File: src/rtl/aurora_link_ctrl_if.sv
// Aurora core control/status bundle: link status inputs from the core and
// the two reset lines driven back to it.
interface aurora_link_ctrl_if;
   logic lane_up;
   logic channel_up;
   logic hard_err;
   logic gt_reset;
   logic core_reset;

   // Controller side: observes core status, drives core resets
   modport master (
      input  lane_up,
      input  channel_up,
      input  hard_err,
      output gt_reset,
      output core_reset
   );

   // Aurora core side
   modport slave (
      output lane_up,
      output channel_up,
      output hard_err,
      input  gt_reset,
      input  core_reset
   );
endinterface

File: src/rtl/aurora_link_ctrl.sv
// Aurora 8b10b link bring-up/recovery sequencer on clk156.
// GT reset, then core reset, then wait for lane_up and channel_up under a
// shared timeout; monitor the link with a channel_up drop filter and hard
// error detection; bounded retries ending in FAILED.
module aurora_link_ctrl #(
   parameter int unsigned GT_RST_CYCLES   = 128,
   parameter int unsigned CORE_RST_CYCLES = 67108864,
   parameter int unsigned LINK_TIMEOUT    = 156250000,
   parameter int unsigned DROP_FILTER     = 16,
   parameter int unsigned MAX_RETRIES     = 8
) (
   input  logic                      clk156,
   input  logic                      reset_n,
   input  logic                      restart,
   aurora_link_ctrl_if.master        aur,
   output logic                      link_ok,
   output logic                      link_failed,
   output logic [7:0]                retry_count,
   output logic [2:0]                state
);

   localparam int unsigned DROP_W = (DROP_FILTER > 1) ? $clog2(DROP_FILTER + 1) : 1;

   localparam logic [31:0]       GT_LAST   = 32'(GT_RST_CYCLES - 1);
   localparam logic [31:0]       CORE_LAST = 32'(CORE_RST_CYCLES - 1);
   localparam logic [31:0]       LINK_LAST = 32'(LINK_TIMEOUT - 1);
   localparam logic [DROP_W-1:0] DROP_LAST = DROP_W'(DROP_FILTER - 1);
   localparam logic [7:0]        RETRY_MAX = 8'(MAX_RETRIES);

   typedef enum logic [2:0] {
      ST_GT_RST    = 3'd0,
      ST_CORE_RST  = 3'd1,
      ST_WAIT_LANE = 3'd2,
      ST_WAIT_CHAN = 3'd3,
      ST_UP        = 3'd4,
      ST_RETRY     = 3'd5,
      ST_FAILED    = 3'd6
   } state_t;

   // Synchroniser bit order: {hard_err, channel_up, lane_up}
   logic [2:0]        sync1_q;
   logic [2:0]        sync2_q;
   logic              lane_up_s;
   logic              channel_up_s;
   logic              hard_err_s;

   state_t            state_q, state_d;
   logic [31:0]       timer_q, timer_d;
   logic [DROP_W-1:0] drop_q, drop_d;
   logic [7:0]        retry_q, retry_d;
   logic              gt_reset_q, gt_reset_d;
   logic              core_reset_q, core_reset_d;
   logic              link_ok_q, link_ok_d;
   logic              link_failed_q, link_failed_d;

   assign lane_up_s    = sync2_q[0];
   assign channel_up_s = sync2_q[1];
   assign hard_err_s   = sync2_q[2];

   // Two-flop synchronisers for the asynchronous core status inputs
   always_ff @(posedge clk156 or negedge reset_n) begin
      if (!reset_n) begin
         sync1_q <= '0;
         sync2_q <= '0;
      end else begin
         sync1_q <= {aur.hard_err, aur.channel_up, aur.lane_up};
         sync2_q <= sync1_q;
      end
   end

   // Next-state, timer, drop filter and retry bookkeeping
   always_comb begin
      state_d = state_q;
      timer_d = timer_q;
      drop_d  = '0;
      retry_d = retry_q;

      case (state_q)
         ST_GT_RST: begin
            if (timer_q == GT_LAST) begin
               state_d = ST_CORE_RST;
               timer_d = '0;
            end else begin
               timer_d = timer_q + 32'd1;
            end
         end

         ST_CORE_RST: begin
            if (timer_q == CORE_LAST) begin
               state_d = ST_WAIT_LANE;
               timer_d = '0;
            end else begin
               timer_d = timer_q + 32'd1;
            end
         end

         // Timer keeps running into WAIT_CHAN: one budget covers both waits
         ST_WAIT_LANE: begin
            if (timer_q == LINK_LAST) begin
               state_d = ST_RETRY;
               timer_d = '0;
            end else begin
               timer_d = timer_q + 32'd1;
               if (lane_up_s) begin
                  state_d = ST_WAIT_CHAN;
               end
            end
         end

         ST_WAIT_CHAN: begin
            if (timer_q == LINK_LAST) begin
               state_d = ST_RETRY;
               timer_d = '0;
            end else if (channel_up_s) begin
               state_d = ST_UP;
               timer_d = '0;
            end else begin
               timer_d = timer_q + 32'd1;
            end
         end

         // Hard error beats the drop filter; any high sample resets the filter
         ST_UP: begin
            if (hard_err_s) begin
               state_d = ST_RETRY;
            end else if (!channel_up_s) begin
               if (drop_q == DROP_LAST) begin
                  state_d = ST_RETRY;
               end else begin
                  drop_d = drop_q + DROP_W'(1);
               end
            end
         end

         ST_RETRY: begin
            timer_d = '0;
            if ((retry_q < RETRY_MAX) && (retry_q != 8'hFF)) begin
               retry_d = retry_q + 8'd1;
               state_d = ST_GT_RST;
            end else begin
               state_d = ST_FAILED;
            end
         end

         ST_FAILED: begin
            state_d = ST_FAILED;
         end

         default: begin
            state_d = ST_GT_RST;
            timer_d = '0;
         end
      endcase

      if (restart) begin
         state_d = ST_GT_RST;
         timer_d = '0;
         drop_d  = '0;
         retry_d = '0;
      end
   end

   // Output decode from the next state so outputs change on the entering edge
   always_comb begin
      gt_reset_d    = (state_d == ST_GT_RST) || (state_d == ST_RETRY) ||
                      (state_d == ST_FAILED);
      core_reset_d  = (state_d == ST_GT_RST) || (state_d == ST_CORE_RST) ||
                      (state_d == ST_RETRY)  || (state_d == ST_FAILED);
      link_ok_d     = (state_d == ST_UP);
      link_failed_d = (state_d == ST_FAILED);
   end

   // State register with registered outputs
   always_ff @(posedge clk156 or negedge reset_n) begin
      if (!reset_n) begin
         state_q       <= ST_GT_RST;
         timer_q       <= '0;
         drop_q        <= '0;
         retry_q       <= '0;
         gt_reset_q    <= 1'b1;
         core_reset_q  <= 1'b1;
         link_ok_q     <= 1'b0;
         link_failed_q <= 1'b0;
      end else begin
         state_q       <= state_d;
         timer_q       <= timer_d;
         drop_q        <= drop_d;
         retry_q       <= retry_d;
         gt_reset_q    <= gt_reset_d;
         core_reset_q  <= core_reset_d;
         link_ok_q     <= link_ok_d;
         link_failed_q <= link_failed_d;
      end
   end

   assign aur.gt_reset   = gt_reset_q;
   assign aur.core_reset = core_reset_q;
   assign link_ok        = link_ok_q;
   assign link_failed    = link_failed_q;
   assign retry_count    = retry_q;
   assign state          = state_q;

endmodule

File: src/flat_wrapper.sv
// flat-port wrapper written by rule: the top's interface ports become plain ports
module aurora_link_ctrl_flat 
#(
   parameter int unsigned GT_RST_CYCLES   = 128,
   parameter int unsigned CORE_RST_CYCLES = 67108864,
   parameter int unsigned LINK_TIMEOUT    = 156250000,
   parameter int unsigned DROP_FILTER     = 16,
   parameter int unsigned MAX_RETRIES     = 8
)
  (clk156, reset_n, restart, link_ok, link_failed, retry_count, state, aur_lane_up, aur_channel_up, aur_hard_err, aur_gt_reset, aur_core_reset);
  aurora_link_ctrl_if aur_i ();
  input  logic clk156;
  input  logic reset_n;
  input  logic restart;
  output logic link_ok;
  output logic link_failed;
  output logic [7:0] retry_count;
  output logic [2:0] state;
  input wire logic [$bits(aur_i.lane_up)-1:0] aur_lane_up;
  input wire logic [$bits(aur_i.channel_up)-1:0] aur_channel_up;
  input wire logic [$bits(aur_i.hard_err)-1:0] aur_hard_err;
  output wire logic [$bits(aur_i.gt_reset)-1:0] aur_gt_reset;
  output wire logic [$bits(aur_i.core_reset)-1:0] aur_core_reset;
  assign aur_i.lane_up = aur_lane_up;
  assign aur_i.channel_up = aur_channel_up;
  assign aur_i.hard_err = aur_hard_err;
  assign aur_gt_reset = aur_i.gt_reset;
  assign aur_core_reset = aur_i.core_reset;
  aurora_link_ctrl #(.GT_RST_CYCLES(GT_RST_CYCLES), .CORE_RST_CYCLES(CORE_RST_CYCLES), .LINK_TIMEOUT(LINK_TIMEOUT), .DROP_FILTER(DROP_FILTER), .MAX_RETRIES(MAX_RETRIES)) u_core (.clk156(clk156), .reset_n(reset_n), .restart(restart), .aur(aur_i), .link_ok(link_ok), .link_failed(link_failed), .retry_count(retry_count), .state(state));
endmodule
File: config.mk
export PLATFORM = sky130hd
export DESIGN_NAME = aurora_link_ctrl_flat
export DESIGN_NICKNAME = d
export VERILOG_FILES = /design/src/rtl/aurora_link_ctrl_if.sv /design/src/rtl/aurora_link_ctrl.sv /design/src/flat_wrapper.sv
export SDC_FILE = /design/constraint.sdc
export NUM_CORES = 1
export LEC_CHECK = 0
export ABC_CLOCK_PERIOD_IN_PS = 2890
export CAP_MARGIN = 20
export CORE_ASPECT_RATIO = 1.2
export CORE_MARGIN = 8
export CORE_UTILIZATION = 50
export CTS_CLUSTER_SIZE = 28
export DETAILED_ROUTE_END_ITERATION = 10
export PLACE_DENSITY = 0.69
export SLEW_MARGIN = 40
export SYNTH_ARGS = -nofsm -noshare
export SYNTH_HDL_FRONTEND = slang
export SYNTH_SLANG_ARGS = --single-unit
File: constraint.sdc
create_clock -name clk156 -period 2.89 [get_ports clk156]
set_input_delay 0.578 -clock clk156 [delete_from_list [all_inputs] [get_ports clk156]]
set_output_delay 0.578 -clock clk156 [all_outputs]
set_load 0.005 [all_outputs]
=== Yosys cells after proc, flatten, opt, wreduce, memory -nomap -nowiden ===
Cells that the tools add are included.

* Register bits after elaboration: 58
* Word-level logic and storage cells: 69
* Output and inout port bits: 15

* Reductions and logical operators: 12
* Magnitude comparators: 1
* Multiplexer cells: 27
* Equal/unequal tests: 16
* $add $sub $neg: 3

{| class="wikitable"
|+ Operators with widths
! kind !! number
|-
| $mux 32 || 6
|-
| $pmux 32 s5 || 1
|-
| $mux 3 || 11
|-
| $add 32x1->32 const B || 1
|-
| $eq 32x26->1 const B || 1
|-
| $eq 32x28->1 const B || 1
|-
| $eq 32x7->1 const B || 1
|-
| $mux 5 || 5
|-
| $mux 8 || 3
|-
| $pmux 3 s7 || 1
|-
| $eq 3x3->1 const B || 6
|-
| $add 8x1->8 const B || 1
|-
| $lt 8x4->1 const B || 1
|-
| $ne 8x8->1 const B || 1
|-
| $eq 3x1->1 const B || 2
|-
| $eq 3x2->1 const B || 2
|-
| $logic_not 3->1 || 2
|-
| $add 5x1->5 const B || 1
|-
| $eq 5x4->1 const B || 1
|-
| $logic_or 1x1->1 || 5
|-
| $reduce_bool 2->1 || 2
|-
| $ne 2x1->1 const B || 1
|-
| $reduce_and 2->1 || 1
|-
| $reduce_or 2->1 || 1
|-
| $logic_and 1x1->1 || 1
|}

=== Logic depth before layout (Yosys ltp) ===
Gate-level depths: netlist of run 1.

* Depth after elaboration: 10
* Mapped depth: 9
* Depth with buffers taken out: 7

=== Worst setup path after synthesis of run 1 ===
No wires, ideal clock.

* Kind: register to register
* From: register u_core.timer_q[0]
* To: register u_core.timer_q[10]
* Arrival: 1.971 ns
* Setup slack: 0.798 ns
* Required time: 2.769 ns
* Buffers on the path: 1
* Library setup time: 0.121 ns
* Cell stages (with the launch flop): 9
* Path through: dfrtp_1 ha_1 nand3_1 nor3_1 and4_1 o221ai_2 buf_6 a31o_1 a22o_1

* Cells in the longest elaborated chain, start to end: 5
* Elaborated cells between the ends (all ways): 11
* Those cells by class: add/sub (1); eq/ne (3); mux (7)

{| class="wikitable"
|+ Ends and longest elaborated chain
! element !! line !! source
|-
| from (decl) || aurora_link_ctrl.sv:48 || <nowiki>logic [31:0] timer_q, timer_d;</nowiki>
|-
| from (signal assigned) || aurora_link_ctrl.sv:186 || <nowiki>timer_q <= timer_d;</nowiki>
|-
| $add 32x1->32 || - ||
|-
| $mux 32 || aurora_link_ctrl.sv:114 || <nowiki>end else if (channel_up_s) begin</nowiki>
|-
| $mux 32 || aurora_link_ctrl.sv:111 || <nowiki>if (timer_q == LINK_LAST) begin</nowiki>
|-
| $pmux 32 s5 (*) || aurora_link_ctrl.sv:78 || <nowiki>case (state_q)</nowiki>
|-
| $mux 32 (*) || aurora_link_ctrl.sv:155 || <nowiki>if (restart) begin</nowiki>
|}

Mark *: on every way between the ends. The rest lies on a longest branch, timed or not.
A chain may end at the register's enable or synchronous reset.

=== Worst setup path after layout of run 1 ===
* From: register u_core.timer_q[0]
* To: register u_core.timer_q[2]

Same word-level chain as after synthesis.

==> impl_metrics.json, run 1 <==
{
  "holdCritPathClass": "in -> async",
  "coreArea_sq_um": 6330,
  "cts_resized": 0,
  "slew_violations": 0,
  "synth-async-reset-ratio_pct": 100,
  "cts_buffer_depth": 2,
  "ys_ff_latch": 58,
  "drv_cap": 0,
  "ys_seq_area_share_pct": 45.5,
  "fp.dieW_um": 89.0,
  "critPathArrivalTime_ps": 2860,
  "n_antenna_cell": 0,
  "synth.avg_cell_area_sq_um": 8.95,
  "clk_pin_slew_worst_paths_ps": 70,
  "synth_area_leaders": "dfrtp_1 44%, nor2_1 4.3%, nand2_1 4.0%",
  "synth_top_area_share_pct": 43.9,
  "tightest_slew_ps": 667,
  "die_y_um": 104,
  "grt_pass1_wl_mm": 13.2,
  "vias": 2865,
  "nets": 393,
  "wirelength_mm": 7.81,
  "synth_top_flop_cell": "dfrtp_1",
  "postCtsHoldBufs": 0,
  "cp-end-kind": "register",
  "drc": 0,
  "path_max_fanout": 14,
  "m1WireLength_mm": 3.36,
  "wl_met3_um": 323,
  "yosysWarnings": 0,
  "wl_met2_mm": 3.90,
  "power.density_nw_per_um2": 446,
  "power.leakage_nw": 1.53,
  "globalplace.congestion": 0.848,
  "area_growth_pct": 16.7,
  "multiInputGateArea_sq_um": 1590,
  "dieArea_sq_um": 9220,
  "synth_edf_count": 0,
  "antenna_found_initial": 0,
  "overflow": 0,
  "dr.pass1.iters": 4,
  "slowest_delay_ps": 540,
  "grtUsageTotal_pct": 18.0,
  "clkPwrFrac_pct": 46.4,
  "fin_util_pct": 59.0,
  "synth_top_area_cell": "dfrtp_1",
  "hold_viol": 0,
  "ant_nets": 0,
  "setup_violations": 0,
  "via_per_inst": 6.04,
  "rows": 32,
  "maxSlewHeadroom_pct": 55.5,
  "cp_cell_sequence": "ha_1 -> and3_1 -> nand4_2 -> o31ai_4 -> o221ai_2 -> nand2_1 -> o311ai_0",
  "cp_data_required_time_ps": 3090,
  "startpoint_type": "register",
  "syn-num-nets": 366,
  "grt_max_degree": 45,
  "highest_layer": "met4",
  "period_minus_slack_ps": 2660,
  "cts-root-buf": "clkbuf_8",
  "clkLatencyLatePin_ps": 340,
  "swShare_pct": 22.7,
  "port_buffers": 20,
  "ir_worst_vdd_mv": 0.226,
  "post-route-period-util_pct": 91.9,
  "critical_path_class": "reg -> reg",
  "critPathSlowestCell": "o221ai_2",
  "regArea_sq_um": 1450,
  "skew_ps": 11.9,
  "wl_per_cell_um": 16.5,
  "pin_count": 21,
  "htree_levels": 3,
  "max_freq_mhz": 376,
  "fillers": 593,
  "p_int_mw": 1.29,
  "cts_tree": "done",
  "syn_area_sq_um": 3200,
  "rsz0062_at_grt": "false",
  "p_comb_share_pct": 3.9,
  "drive_above_1_share_pct": 11.6,
  "grt_pass1_vias": 2729,
  "clock-sinks": 58,
  "p_sw_mw": 0.377,
  "seqPwrFrac_pct": 49.7,
  "initial_core_util_pct": 50.5,
  "synth_cell_type_count": 52,
  "syn_inst": 357,
  "setup_tns_ps": 0,
  "cts_setup_buffers": 0,
  "dpl.hpwl_mm": 5.39,
  "status": "finished clean",
  "cts_made_buffers": 9,
  "drt-initial-drc-count": 199
}
[flip-flops by register name, summed over array words and instances, names as in the netlist]
signal / count
u_core.retry_count: 8
u_core.state: 3
u_core.timer_q: 32
u_core.link_ok: 1
u_core.aur.core_reset: 1
u_core.drop_q: 5
u_core.link_failed: 1
u_core.aur.gt_reset: 1
u_core.sync1_q: 3
u_core.sync2_q: 3
[worst paths after layout]
check | startpoint | endpoint | slack (ps) | cells past startpoint
hold reg to reg | u_core.sync1_q[2]$_DFF_PN0_ | u_core.sync2_q[2]$_DFF_PN0_ | 350 | 0
setup reg to reg | u_core.timer_q[0]$_DFFE_PN0P_ | u_core.timer_q[2]$_DFFE_PN0P_ | 230 | 7
min in group clk156 | u_core.sync1_q[2]$_DFF_PN0_ | u_core.sync2_q[2]$_DFF_PN0_ | 350 | 0
hold / removal | reset_n | u_core.drop_q[1]$_DFF_PN0_ | 230 | 1
max in group asynchronous | reset_n | u_core.timer_q[6]$_DFFE_PN0P_ | 2060 | 2
setup / recovery | u_core.timer_q[0]$_DFFE_PN0P_ | u_core.timer_q[2]$_DFFE_PN0P_ | 230 | 7
[Yosys cell counts (9+ instances only)]
cell type	count
inv_1	18
o21ai_0	20
and3_1	9
clkbuf_1	11
nand4_1	18
nor4_1	9
nand2_1	34
nand3_1	23
nor3_1	13
nor2_1	37
dfrtp_1	56
a31oi_1	12
[logic make-up (layout without fill, tap and decap cells)]
| group | after synthesis | count (layout) | synth area share [%] |
|---|---|---|---|
| buffers and inverters | 36 | 68 | 4.89 |
| XOR/XNOR | 10 | 10 | 2.74 |
| adder cells (fa/ha/maj) | 3 | 3 | 1.17 |
| AND/OR/NAND/NOR | 174 | 174 | 28.7 |
| AO/OA/AOI/OAI | 74 | 74 | 16.4 |
| flip-flops | 58 | 58 | 45.5 |
| multiplexers | 2 | 2 | 0.626 |
[through the flow]
| step | hold WS (ps) | area (sq um) | power (mW) | setup slack [ps] | instances |
|---|---|---|---|---|---|
| floorplan | 282 | 3200 | 0.870 | 798 | 357 |
| global placement | 334 | 3520 | 0.904 | 396 | 458 |
| detailed placement | 337 | 3520 | 0.907 | 254 | 458 |
| CTS | 243 | 3730 | 1.68 | 238 | 474 |
| global route | 270 | 3730 | 1.72 | 40.8 | 474 |
| finish | 229 | 3730 | 1.66 | 234 | 474 |
[cell usage in the layout, fill, tap and decap left out, types with 4 or more instances in the layout]
cell type,instances
a21oi_1,5
a22o_1,7
a31o_1,4
a31oi_1,12
and2_1,5
and3_1,9
and4_1,5
buf_4,15
clkbuf_8,11
clkdlybuf4s50_1,19
dfrtp_1,56
inv_1,18
nand2_1,34
nand3_1,23
nand4_1,18
nor2_1,36
nor2b_1,6
nor3_1,13
nor4_1,9
o21ai_0,20
xnor2_1,6
xor2_1,4
[layer usage]
metal / track usage [%] / up-vias
met4: 10.0 / 0
li1: - / 1363
met2: 28.8 / 76
met3: 3.00 / 17
met1: 22.0 / 1409
met5: 0 / -
[cell type report]
cell class | instances | area share [%]
Tap cell | 85 | 2.85
Inverter | 18 | 1.81
Timing Repair Buffer | 34 | 8.12
Sequential cell | 58 | 39.0
Clock buffer | 12 | 4.16
Clock inverter | 4 | 1.34
Multi-Input combinational cell | 263 | 42.7
[critical path: cells and delay by family (launching register included)]
family / cells / cell delay [ps]
and+or+nand+nor: 3 / 770
DFF: 1 / 430
adders and majority gates: 1 / 260
AOI/OAI and AO/OA: 3 / 1060
[power groups by stage]
stage	registers, mW	clock network [mW]	logic [mW]
6_report	0.827	0.772	0.0650
5_1_grt	0.827	0.819	0.0723
4_1_cts	0.827	0.783	0.0657
3_5_place_dp	0.842	0	0.0651
3_3_place_gp	0.841	0	0.0633
2_1_floorplan	0.840	0	0.0304
(Power assumes the default switching activity.)
==> run 2: changes to the inputs <==
--- a/config.mk
+++ b/config.mk
@@ -13,6 +13,7 @@
 export CTS_CLUSTER_SIZE = 28
 export DETAILED_ROUTE_END_ITERATION = 10
 export PLACE_DENSITY = 0.69
+export SETUP_SLACK_MARGIN = 0.15
 export SLEW_MARGIN = 40
 export SYNTH_ARGS = -nofsm -noshare
 export SYNTH_HDL_FRONTEND = slang
==> run 2 against run 1 <==
  * Clock skew down 1.2 ps
  * Clock power about the same
  * Register-to-register slack better by 110 ps
  * Final area up 0.30%
  * Sequential cell count unchanged
  * Clock-buffer cell count unchanged
  * Cell count unchanged
  * Critical endpoint is now u_core.timer_q[25]$_DFFE_PN0P_
==> impl_metrics.json, run 2 (synthesis results as in run 1) <==
{
  "critical_path_class": "reg -> reg",
  "globalplace.congestion": 0.848,
  "via_per_inst": 6.05,
  "wirelength_mm": 7.87,
  "p_comb_share_pct": 3.9,
  "overflow": 0,
  "mostFrequentLayoutCell": "dfrtp_1",
  "p_sw_mw": 0.378,
  "path_buf_inv": 1,
  "maxSlewHeadroom_pct": 60.7,
  "slew_violations": 0,
  "largest-register": "u_core.timer_q",
  "dr.pass1.iters": 4,
  "path_max_fanout": 14,
  "startpoint_type": "register",
  "ir_worst_vdd_mv": 0.226,
  "largest_register_ffs": 32,
  "cp-end-kind": "register",
  "port_buffers": 20,
  "regToRegSetupSlack_ps": 340,
  "critical_path_depth": 7,
  "status": "finished clean",
  "timing.rr.start": "u_core.timer_q[12]$_DFFE_PN0P_",
  "cts_setup_buffers": 0,
  "grt_pass1_vias": 2729,
  "cts-root-buf": "clkbuf_8",
  "n_antenna_cell": 0,
  "rr_worst_depth": 7,
  "skew_ps": 10.6,
  "crit_start": "u_core.timer_q[12]$_DFFE_PN0P_",
  "period_minus_slack_ps": 2550,
  "drive_above_1_share_pct": 11.6,
  "swShare_pct": 22.7,
  "vias": 2866,
  "grt_max_degree": 45,
  "nets": 393,
  "htree_levels": 3,
  "setup_tns_ps": 0,
  "cts_tree": "done",
  "cp_data_required_time_ps": 3100,
  "tightest_slew_ps": 584,
  "dieArea_sq_um": 9220,
  "cts_buffer_depth": 2,
  "seqPwrFrac_pct": 49.7,
  "rsz0062_at_grt": "false",
  "slowest_delay_ps": 450,
  "wl_per_cell_um": 16.6,
  "rows": 32,
  "ant_nets": 0,
  "fp.dieW_um": 89.0,
  "fillers": 593,
  "r2r-end": "u_core.timer_q[25]$_DFFE_PN0P_",
  "layout_common_cells": "56 x dfrtp_1, 36 x nor2_1, 34 x nand2_1, 23 x nand3_1, 20 x o21ai_0",
  "critPathSlowestCell": "nor4_1",
  "grt_pass1_wl_mm": 13.2,
  "coreArea_sq_um": 6330,
  "initial_core_util_pct": 50.5,
  "grtUsageTotal_pct": 18.0,
  "setup_violations": 0,
  "hold_viol": 0,
  "holdCritPathClass": "in -> async",
  "drc": 0,
  "pin_count": 21,
  "crit_family": "simple AND/OR/NAND/NOR gates",
  "antenna_found_initial": 0,
  "power.leakage_nw": 1.53,
  "cp_cell_sequence": "nor4_1 -> nand4_2 -> o31ai_2 -> o221ai_4 -> nand2_1 -> buf_4 -> o211ai_1",
  "clkPwrFrac_pct": 46.4,
  "clkLatencyLatePin_ps": 340,
  "power.density_nw_per_um2": 445,
  "clk_pin_slew_worst_paths_ps": 70,
  "cts_made_buffers": 9,
  "post-route-period-util_pct": 88.2,
  "p_int_mw": 1.29,
  "clock-sinks": 58,
  "max_freq_mhz": 392,
  "area_growth_pct": 17.1,
  "drt-initial-drc-count": 181,
  "critPathArrivalTime_ps": 2760,
  "dpl.hpwl_mm": 5.39,
  "whs_ps": 229,
  "die_y_um": 104,
  "drv_cap": 0
}
-- run 2: cell counts in the layout (fill, tap and decap cells not counted) --
No cell type changed its count.
-- run 2: metal layers --
layer	share of wire [%]	wire length [um]	global-route usage (%)
met1	42	3300	22.0
met2	50	3940	28.8
met4	2.9	225	10.0
met3	5.1	402	3.00
met5	0	0	0
-- run 2: per-stage QoR --
step	cells	total power [mW]	worst slack, ps	instance area [sq um]	util [%]
after floorplan	357	0.870	798	3200	-
after global placement	458	0.904	396	3520	55.7
after detailed placement	458	0.907	254	3520	55.7
after CTS	474	1.68	238	3730	59.0
after global routing	474	1.72	206	3740	59.1
final	474	1.66	341	3740	59.1
-- run 2: cell type report --
| class | instances | area (sq um) | share of cell area (%) |
|---|---|---|---|
| inverters | 18 | 67.6 | 1.81 |
| clock buffers | 12 | 155 | 4.15 |
| multi-input cells | 263 | 1610 | 42.9 |
| well taps | 85 | 106 | 2.84 |
| flip-flops and latches | 58 | 1450 | 38.9 |
| repair buffers | 34 | 303 | 8.09 |
| clock inverters | 4 | 50.0 | 1.34 |
-- run 2: worst register-to-register path: cells and delay by family, from the launching register on --
| kind | cells | cell delay, ps |
|---|---|---|
| buffers and inverters | 1 | 200 |
| AOI/OAI and AO/OA | 3 | 750 |
| DFF | 1 | 440 |
| and+or+nand+nor | 3 | 1040 |
-- run 2: worst max-delay path by stage --
stage,to
2_1_floorplan,u_core.timer_q[10]$_DFFE_PN0P_
3_5_place_dp,u_core.timer_q[2]$_DFFE_PN0P_
4_1_cts,u_core.timer_q[2]$_DFFE_PN0P_
3_3_place_gp,u_core.timer_q[14]$_DFFE_PN0P_
6_report,u_core.timer_q[25]$_DFFE_PN0P_
5_1_grt,u_core.timer_q[29]$_DFFE_PN0P_
-- run 2: repair_timing --
action,in CTS,in global routing
hold buffers,0,0
gates resized for setup,0,1
endpoints found under the setup margin,0,7
endpoints found under the hold margin,0,0
-- run 2: power groups by stage --
stage                     clock [mW]  sequential, mW  combinational (mW)
final                          0.773           0.827              0.0647
after global routing           0.819           0.827              0.0722
after CTS                      0.783           0.827              0.0657
after detailed placement           0           0.842              0.0651
after global placement             0           0.841              0.0633
after floorplan                    0           0.840              0.0304
==> run 3: changes to the inputs <==
--- a/config.mk
+++ b/config.mk
@@ -12,6 +12,7 @@
 export CORE_UTILIZATION = 50
 export CTS_CLUSTER_SIZE = 28
 export DETAILED_ROUTE_END_ITERATION = 10
+export HOLD_SLACK_MARGIN = 0.03
 export PLACE_DENSITY = 0.69
 export SETUP_SLACK_MARGIN = 0.15
 export SLEW_MARGIN = 40
==> results of run 3 <==
The final DEF is identical to that of run 2; final timing and power are the same.
